`src/rtl/hsid_pkg.sv`:
```
// Shared types for the hsid FIFO write-side arbitration logic.
package hsid_pkg;

  typedef enum logic {
    ARB_IDLE  = 1'b0,
    ARB_BURST = 1'b1
  } hsid_arb_state_t;

endpackage

```
`src/rtl/hsid_rr_pick.sv`:
```
// Round-robin picker: first asserted request at or after ptr_i, wrapping to 0.
module hsid_rr_pick
  import hsid_pkg::*;
#(
  parameter int NUM_REQ = 4,
  localparam int IW = $clog2(NUM_REQ)
) (
  input  logic [NUM_REQ-1:0] req_i,
  input  logic [IW-1:0]      ptr_i,
  output logic               any_o,
  output logic [IW-1:0]      idx_o
);

  int unsigned j;

  always_comb begin
    any_o = 1'b0;
    idx_o = '0;
    j     = 0;
    for (int unsigned i = 0; i < NUM_REQ; i++) begin
      j = (32'(ptr_i) + i) % NUM_REQ;
      if (!any_o && req_i[j[IW-1:0]]) begin
        any_o = 1'b1;
        idx_o = j[IW-1:0];
      end
    end
  end

endmodule

```
`src/rtl/hsid_fifo_wr_arb.sv`:
```
// Round-robin burst arbiter sharing one hsid_fifo write port between NUM_REQ producers.
module hsid_fifo_wr_arb
  import hsid_pkg::*;
#(
  parameter int NUM_REQ    = 4,
  parameter int DATA_WIDTH = 8,
  parameter int MAX_BURST  = 4
) (
  input  logic                          clk,
  input  logic                          rst_n,
  input  logic [NUM_REQ-1:0]            req_valid,
  input  logic [NUM_REQ*DATA_WIDTH-1:0] req_data,
  input  logic [NUM_REQ-1:0]            req_last,
  output logic [NUM_REQ-1:0]            req_ready,
  output logic                          fifo_wr_en,
  output logic [DATA_WIDTH-1:0]         fifo_data_in,
  input  logic                          fifo_full,
  input  logic                          fifo_almost_full,
  output logic [$clog2(NUM_REQ)-1:0]    grant_id,
  output logic                          busy
);

  localparam int IW = $clog2(NUM_REQ);
  localparam int CW = $clog2(MAX_BURST + 1);

  hsid_arb_state_t state_q, state_d;
  logic [IW-1:0]   ptr_q, ptr_d;
  logic [IW-1:0]   gnt_q, gnt_d;
  logic [CW-1:0]   cnt_q, cnt_d;

  logic            pick_any;
  logic [IW-1:0]   pick_idx;
  logic            g_valid;
  logic            g_last;
  logic            xfer;
  logic            burst_end;

  hsid_rr_pick #(
    .NUM_REQ(NUM_REQ)
  ) u_pick (
    .req_i (req_valid),
    .ptr_i (ptr_q),
    .any_o (pick_any),
    .idx_o (pick_idx)
  );

  assign g_valid   = req_valid[gnt_q];
  assign g_last    = req_last[gnt_q];
  assign xfer      = (state_q == ARB_BURST) && g_valid && !fifo_full;
  // A dropped valid releases the grant without a transfer; a full FIFO only stalls.
  assign burst_end = (state_q == ARB_BURST) &&
                     (!g_valid || (xfer && (g_last || cnt_q == CW'(MAX_BURST - 1))));

  always_ff @(posedge clk or negedge rst_n) begin
    if (!rst_n) begin
      state_q <= ARB_IDLE;
      ptr_q   <= '0;
      gnt_q   <= '0;
      cnt_q   <= '0;
    end else begin
      state_q <= state_d;
      ptr_q   <= ptr_d;
      gnt_q   <= gnt_d;
      cnt_q   <= cnt_d;
    end
  end

  always_comb begin
    state_d = state_q;
    ptr_d   = ptr_q;
    gnt_d   = gnt_q;
    cnt_d   = cnt_q;
    case (state_q)
      ARB_IDLE: begin
        if (pick_any && !fifo_almost_full && !fifo_full) begin
          gnt_d   = pick_idx;
          cnt_d   = '0;
          state_d = ARB_BURST;
        end
      end
      ARB_BURST: begin
        if (xfer) cnt_d = cnt_q + 1'b1;
        if (burst_end) begin
          ptr_d   = (gnt_q == IW'(NUM_REQ - 1)) ? '0 : gnt_q + 1'b1;
          state_d = ARB_IDLE;
        end
      end
      default: state_d = ARB_IDLE;
    endcase
  end

  always_comb begin
    req_ready    = '0;
    fifo_wr_en   = 1'b0;
    fifo_data_in = '0;
    busy         = 1'b0;
    if (state_q == ARB_BURST) begin
      busy             = 1'b1;
      req_ready[gnt_q] = !fifo_full;
      fifo_wr_en       = g_valid && !fifo_full;
      fifo_data_in     = req_data[gnt_q*DATA_WIDTH +: DATA_WIDTH];
    end
  end

  assign grant_id = gnt_q;

endmodule

```
`config.mk`:
```
export PLATFORM = sky130hd
export DESIGN_NAME = hsid_fifo_wr_arb
export DESIGN_NICKNAME = d
export VERILOG_FILES = /design/src/rtl/hsid_pkg.sv /design/src/rtl/hsid_rr_pick.sv /design/src/rtl/hsid_fifo_wr_arb.sv
export SDC_FILE = /design/constraint.sdc
export NUM_CORES = 1
export LEC_CHECK = 0
export CORE_MARGIN = 2
export CORE_UTILIZATION = 35
export DETAILED_ROUTE_END_ITERATION = 16
export GPL_TIMING_DRIVEN = 0
export PLACE_DENSITY = 0.81
export SYNTH_ARGS = -nofsm -noshare
export SYNTH_HDL_FRONTEND = slang
export SYNTH_SLANG_ARGS = --single-unit
export TNS_END_PERCENT = 5
```
`constraint.sdc`:
```
create_clock -name clk -period 2.19 [get_ports clk]
set_clock_uncertainty 0.1 [all_clocks]
set_input_delay 0.438 -clock clk [delete_from_list [all_inputs] [get_ports clk]]
set_output_delay 0.438 -clock clk [all_outputs]
set_load 0.01 [all_outputs]
```
==> flow_summary.toml <==
[synth]
yosysSeqAreaShare_pct = 23.60
syn_area_um2 = 848.3
synthCells = 81
synth_fp_nets = 131
ys_seq_elements = 8
synth.avg_cell_area_um2 = 10.47
synth_cell_types = 26
yosysWarnings = 0

[sta]
relSlewSlack_pct = 23.47
fin_crit_sh_pct = 101.5
rsz0062_at_grt = "yes"
min_period_ns = 2.224
final.setup.tns_ns = -0.1408
worstMarginPinSlew_ns = 1.133
hold_violations = 0
fmax_ghz = 0.4497
setup_ws_ns = -0.03373
setup_viol = 7
slew_violations = 0

[grt]
grt.busiest_layer = "met2"
grt_max_degree = 11
gr-usage-met2_pct = 30.45
grt_pass1_vias = 843
antenna_found_initial = 0
grt_pass1_wl_mm = 3.670
grtUsageTotal_pct = 17.96
met3_usage_pct = 5.932
gr-usage-met1_pct = 20.89
grt-ovfl-total = 0

[place]
place_area_um2 = 1474
io_buffers = 59
hpwl_mm = 2.113
gp_congestion = 0.7688
dp.cells = 168

[clock_tree]
htreeDepth = 1
path_clk_slew_ns = 0.06
clockRootBuffer = "clkbuf_4"
clkLatencyLatePin_ns = 0.26
clk_path_buf_depth = 2
clkSinkCount = 8
cts_made_buffers = 3
cts_tree = "yes"

[finish]
final_cell_count_no_fill = 178
fillers = 184
n_antenna_cell = 0
syn2layout_area_growth_pct = 82.30
postLayoutCoreUtil_pct = 68.59
final_area_um2 = 1546
drive_above_1_share_pct = 24.67
nets = 202

[pwr]
ir_worst_vdd_mv = 0.6611
power.total_mw = 1.404
p_per_area_nw_per_um2 = 907.8
leakage_nw = 0.6925

[setup_path]
cp-start-kind = "flip-flop"
cp.required_ns = 1.65
cp_cell_sequence = "buf_6 > clkbuf_16 > mux4_2 > and2_1 > buf_2"
path_max_fanout = 5
cpPeakStageDelay_ns = 0.48
crit_arrival_ns = 1.69
cpMaxStageDelayCell = "mux4_2"
end_kind = "output port"
worstSetupPathType = "reg -> out"

[drt]
drc = 0
ant_nets = 0
routed-via-count = 934
vias_per_cell = 5.247
initialDrtViolationCount = 20
dr.pass1.iters = 4
drt-wirelength-per-cell_um = 14.77
routed_wl_mm = 2.629

[run_status]
status = "complete, but fails checks"
violations = "setup timing"

[hold_path]
hold_class = "in -> async"

[floorplan]
die_width_um = 53.23
ios = 60
num_rows = 17
die_h_um = 53.23
die_area_um2 = 2833
core_area_um2 = 2255
start_util_pct = 37.62

[job]
drv_cap = 0
## cell usage after synthesis
cell type	instances	area [µm²]
and2_1	12	75.07
dfrtp_1	8	200.2
inv_1	8	30.03
mux4_2	8	180.2
ha_1	6	75.07
nand2_1	5	18.77
mux2i_1	4	40.04
nand3_1	4	20.02
o21ai_0	4	20.02
a21oi_1	2	10.01
a31oi_1	2	12.51
buf_6	2	22.52
mux2_1	2	22.52
nor2b_1	2	12.51
a21bo_2	1	10.01
a21boi_0	1	7.510
a22oi_1	1	7.510
clkbuf_1	1	3.750
clkbuf_8	1	13.76
mux4_1	1	26.28
nor2_1	1	3.750
nor3_1	1	5.000
o21ai_1	1	5.000
o221ai_1	1	8.760
o2bb2ai_1	1	8.760
o41ai_1	1	8.760
## final timing paths
path	from	end	slack (ns)	depth (start not counted)
setup reg to reg	grant_id[0]	ptr_q[0]	0.21	6
hold reg to reg	cnt_q[0]	cnt_q[0]	0.39	1
max in group asynchronous	rst_n	grant_id[1]	1.37	1
setup / recovery	grant_id[0]	fifo_data_in[3]	-0.03	5
hold / removal	rst_n	ptr_q[1]	0.34	1
min in group clk	cnt_q[0]	cnt_q[0]	0.39	1
## metal layers
layer	part of all wire [%]	wire length, µm	vias up
met5	0	0	-
met1	40	1040	445
met3	14	358	2
li1	-	-	438
met2	46	1219	49
met4	0.38	10	0
## placed cells by master, fill, tap and decap left out, drive strengths merged, types with 2 or more instances in the layout
cell type      netlist  routed
nand3                4       4
nor2b                2       2
o21ai                5       5
and2                12      12
mux4                 9       9
a21oi                2       2
clkbuf               2       8
dlygate4sd2          0       7
nand2                5       5
mux2                 2       2
dfrtp                8       8
clkdlybuf4s50        0      43
ha                   6       6
buf                  2      15
a31oi                2       2
mux2i                4       4
inv                  8       8
## logic make-up after synthesis
kind of cell,count (synthesis),share of synthesized area [%]
compound gates,15,11.65
simple gates,25,15.93
flops,8,23.60
mux,15,31.71
fa+ha+maj,6,8.849
buf+inv,12,8.259
## area by class of cell
cell class	instances	area, µm²	share of cell area (%)
plain buffers	4	48.80	3.155
clock buffers	3	22.52	1.456
inverters	8	30.03	1.942
multi-input cells	61	589.3	38.11
flip-flops and latches	8	201.4	13.03
well taps	28	35.03	2.265
repair buffers	66	619.3	40.05
## registers in the layout (all words and copies together) (netlist names)
name	count
grant_id	2
ptr_q	2
cnt_q	3
state_q	1
## per-stage QoR
stage               worst slack, ns  hold slack [ns]
floorplan                    0.2546          0.04241
finish                     -0.03373           0.3445
CTS                         -0.1212           0.3594
detailed placement          -0.5616           0.3857
global route               -0.07143           0.3844
global placement            -0.5220           0.3731
## worst max-delay path, delay by kind of cell (launching register included)
family / cells / cell delay (ns)
mux: 1 / 0.48
buf+inv: 3 / 0.42
simple gates: 1 / 0.16
flops: 1 / 0.36
## power breakdown
part	switching, mW	internal, mW	total, mW
Sequential	0.0674	0.211	0.279
Clock	0.0497	0.0627	0.112
Combinational	0.393	0.620	1.01
Total	0.510	0.894	1.40
## timing repair
item                                    4_1_cts  5_1_grt
endpoints found under the setup margin       14       10
pin swaps                                     1        0
resized for setup                            43        9
gates cloned                                  0        1
hold buffers                                  0        0
setup buffers                                 5        1
(Power assumes the default switching activity.)
